===== config.mk =====
export PLATFORM = sky130hd
export DESIGN_NAME = fetch_queue
export DESIGN_NICKNAME = d
export VERILOG_FILES = /design/src/rtl/fetch_queue.sv
export SDC_FILE = /design/constraint.sdc
export NUM_CORES = 1
export LEC_CHECK = 0
export ABC_AREA = 1
export CORE_ASPECT_RATIO = 1.2
export CORE_MARGIN = 2
export CORE_UTILIZATION = 40
export CTS_BUF_LIST = sky130_fd_sc_hd__clkbuf_2 sky130_fd_sc_hd__clkbuf_4 sky130_fd_sc_hd__clkbuf_8
export DETAILED_ROUTE_END_ITERATION = 12
export GPL_TIMING_DRIVEN = 0
export PLACE_DENSITY = 0.69
export SLEW_MARGIN = 30
export SYNTH_ARGS = -nofsm -noshare
export SYNTH_HDL_FRONTEND = slang
export SYNTH_SLANG_ARGS = --single-unit

===== constraint.sdc =====
create_clock -name clk -period 5.39 [get_ports clk]
set_clock_uncertainty 0.15 [all_clocks]
set_input_delay 1.078 -clock clk [delete_from_list [all_inputs] [get_ports clk]]
set_output_delay 1.078 -clock clk [all_outputs]
set_load 0.1 [all_outputs]

===== src/rtl/fetch_queue.sv =====
// Instruction fetch queue: circular FIFO of {PC, instruction} pairs between
// fetch and decode, first-word-fall-through output, synchronous flush.
module fetch_queue #(
  parameter int unsigned DEPTH = 4,
  parameter int unsigned WIDTH = 32,
  parameter int unsigned CNT_W = 3
) (
  input  logic             clk,
  input  logic             rst_n,
  input  logic             in_valid,
  output logic             in_ready,
  input  logic [WIDTH-1:0] in_pc,
  input  logic [WIDTH-1:0] in_ins,
  output logic             out_valid,
  input  logic             out_ready,
  output logic [WIDTH-1:0] out_pc,
  output logic [WIDTH-1:0] out_ins,
  output logic [WIDTH-1:0] out_pcp4,
  input  logic             flush,
  output logic [CNT_W-1:0] count
);

  localparam int unsigned PTR_W = (DEPTH > 1) ? $clog2(DEPTH) : 1;
  localparam int unsigned ENT_W = 2 * WIDTH;

  logic [ENT_W-1:0] r_mem [DEPTH];
  logic [PTR_W-1:0] r_wr_ptr;
  logic [PTR_W-1:0] r_rd_ptr;
  logic [CNT_W-1:0] r_count;

  logic             w_push;
  logic             w_pop;
  logic [ENT_W-1:0] w_head;

  // Handshake qualification; flush discards any same-cycle push or pop
  always_comb begin
    in_ready  = (r_count != CNT_W'(DEPTH));
    out_valid = (r_count != '0);
    w_push    = in_valid & in_ready & ~flush;
    w_pop     = out_valid & out_ready & ~flush;
  end

  // Head presentation; an empty queue reads as PC 0 / instruction 0
  always_comb begin
    w_head   = r_mem[r_rd_ptr];
    out_pc   = '0;
    out_ins  = '0;
    if (out_valid) begin
      out_pc  = w_head[ENT_W-1:WIDTH];
      out_ins = w_head[WIDTH-1:0];
    end
    out_pcp4 = out_pc + WIDTH'(4);
    count    = r_count;
  end

  // Storage write; contents are deliberately not reset
  always_ff @(posedge clk) begin
    if (w_push) begin
      r_mem[r_wr_ptr] <= {in_pc, in_ins};
    end
  end

  // Pointers and occupancy; flush has priority over push/pop
  always_ff @(posedge clk or negedge rst_n) begin
    if (!rst_n) begin
      r_wr_ptr <= '0;
      r_rd_ptr <= '0;
      r_count  <= '0;
    end else if (flush) begin
      r_wr_ptr <= '0;
      r_rd_ptr <= '0;
      r_count  <= '0;
    end else begin
      if (w_push) begin
        r_wr_ptr <= r_wr_ptr + PTR_W'(1);
      end
      if (w_pop) begin
        r_rd_ptr <= r_rd_ptr + PTR_W'(1);
      end
      case ({w_push, w_pop})
        2'b10:   r_count <= r_count + CNT_W'(1);
        2'b01:   r_count <= r_count - CNT_W'(1);
        default: r_count <= r_count;
      endcase
    end
  end

endmodule


==> flow_metrics.py <==
metrics = {
    "setup_path": {
        "critPathTopFamily": "buffers and inverters",
        "critPathKind": "register to output pin",
        "critPathArrivalTime_ps": 4020,
        "start_kind": "register",
        "crit_chain": "inv_2 -> nand3_2 -> inv_2 -> buf_6 -> buf_2 -> a21oi_4 -> ha_2 -> nand3_1 -> nor2_4 -> nand3_1 -> nand2_1 -> nand2_1 -> clkdlybuf4s50_1",
        "crit_slowest_cell": "clkdlybuf4s50_1",
        "cp.buffers_inverters": 5,
        "cp_max_fo": 10,
        "end_kind": "output pin",
        "crit_path_max_incr_delay_ps": 1130,
        "required_ps": 4160,
    },
    "synthesis": {
        "syn_area_um2": 11800,
        "synth_warnings": 0,
        "synth.avg_cell_area_um2": 10.7,
        "ys_types": 27,
        "yosysTopAreaCellShare_pct": 65.1,
        "ys_seq_elements": 263,
        "syn_inst": 1107,
        "synth_area_leaders": "edfxtp_1, nand2_1, nor2_1, o21ai_0, nand3_1",
        "yosysSeqAreaShare_pct": 66.6,
        "synth_area_leader_cell": "edfxtp_1",
        "syn-num-nets": 1182,
    },
    "place": {
        "place_congestion": 0.915,
        "port_buffers": 169,
        "detailed_place_hpwl_um": 21600,
    },
    "detailed_routing": {
        "avgViaCountPerCell": 4.92,
        "post-route-drc-count": 0,
        "via_count": 8587,
        "wl_per_cell_um": 17.2,
        "ant_nets": 0,
        "drtIter0Drc": 503,
        "wl_um": 30100,
        "firstDrtPassIters": 5,
    },
    "final_layout": {
        "layout_commonest_cell": "nand2_1",
        "nNetsFinal": 1406,
        "nFillCells": 2579,
        "layout_common_cells": "nand2_1, edfxtp_1, nor2_1",
        "drive_gt1_share_pct": 12.8,
        "area_growth_pct": 28.4,
    },
    "die": {
        "die_w_um": 161,
        "initial_core_util_pct": 40.8,
        "io_pins": 170,
        "dieArea_um2": 30900,
        "die_h_um": 192,
        "row_count": 68,
        "core_um2": 28900,
    },
    "sta": {
        "min_period_ps": 5240,
        "rsz0062_at_grt": "false",
        "slew_headroom_pct": 33.3,
        "setup_tns_ps": 0,
        "hold_viol_final": 0,
        "fmax_mhz": 191,
        "post-route-period-util_pct": 97.3,
        "hold_ws_ps": 498,
        "setup_viol": 0,
        "worstMarginPinSlew_ps": 998,
        "slew_violations": 0,
    },
    "cts": {
        "holdBufCountCts": 0,
        "cts_htree_levels": 2,
        "numCtsBuffers": 38,
        "cts_tree": "done",
        "cts_buffer_depth": 3,
        "cts-root-buf": "clkbuf_8",
        "path_clk_slew_ps": 70,
        "cts_sinks": 263,
        "clk_latency_ps": 520,
        "cts_post_setup_buffers_inserted": 0,
    },
    "global_route": {
        "grt_overflow": 0,
        "grt_pass1_wl_um": 46200,
        "grt_max_degree": 21,
        "antenna_found_initial": 3,
        "grt_pass1_vias": 8411,
        "track_usage_pct": 19.5,
    },
    "flow_run": {
        "maxCapViolCount": 0,
    },
    "run_status": {
        "outcome": "finished clean",
    },
    "worst_hold_path": {
        "min_path_type": "register to register",
    },
}
## timing repair
action | in CTS | in global routing
setup endpoints to repair | 10 | 1
cloned | 0 | 0
gates resized for setup | 10 | 1
## routing by layer
metal / up-vias / GRT usage [%] / routed length (um)
met3: 61 / 3.37 / 1790
met4: 4 / 6.90 / 723
met2: 327 / 35.7 / 15600
met5: - / 0 / 27
li1: 4190 / - / -
met1: 4005 / 23.0 / 12000
## per-stage QoR
step | worst slack [ps] | util, % | area [um2] | std cells
2_1_floorplan | -106 | - | 11900 | 1107
3_3_place_gp | -2120 | 48.5 | 14000 | 1661
3_5_place_dp | 438 | 49.9 | 14400 | 1676
4_1_cts | 52.0 | 52.3 | 15100 | 1743
5_1_grt | 31.4 | 52.4 | 15100 | 1744
6_report | 146 | 52.4 | 15100 | 1744
## logic make-up after synthesis
kind of cell    share of synthesized area, %
fa+ha+maj                              0.700
compound gates                          4.93
xor+xnor                                1.34
flops                                   66.6
simple gates                            21.7
buf+inv                                 4.73
## registers in the layout (all words and copies together), names as in the netlist
| name | flops |
|---|---|
| r_rd_ptr | 2 |
| count | 3 |
| r_mem | 256 |
| r_wr_ptr | 2 |
## synth_stat cells, drive strengths merged
cell / number
nand2: 273
edfxtp: 256
nor2: 228
nand3: 82
o21ai: 76
inv: 59
buf: 42
a21oi: 39
xor2: 16
clkbuf: 11
nand4: 9
dfrtp: 7
ha: 5
xnor2: 2
fa: 1
o22ai: 1
## worst paths after layout
path	startpoint	to	slack, ps	cells after the start
setup / recovery	count[0]	out_pcp4[22]	150	13
hold / removal	count[0]	count[0]	500	3
setup reg to reg	count[2]	r_mem[1][2]	2690	8
hold reg to reg	count[0]	count[0]	500	3
max in group asynchronous	rst_n	count[2]	4080	1
min in group asynchronous	rst_n	count[0]	690	1
## cell type report
class | instances | area [um2] | area share [%]
Clock inverter | 14 | 55.1 | 0.363
Multi-Input combinational cell | 732 | 3450 | 22.8
Antenna cell | 1 | 2.50 | 0.0165
Buffer | 53 | 334 | 2.21
Inverter | 59 | 228 | 1.50
Tap cell | 385 | 482 | 3.18
Clock buffer | 53 | 654 | 4.32
Sequential cell | 263 | 7870 | 52.0
Timing Repair Buffer | 184 | 2070 | 13.7
## worst min-delay path: cells and delay by family, from the launching register on
family                 cells  cell delay, ps
AOI/OAI and AO/OA          1              60
buffers and inverters      1              60
DFF                        1             430
and+or+nand+nor            1              50
Power is not shown: default switching activity piles up to over one toggle a cycle in this logic, so the estimate is an artifact.
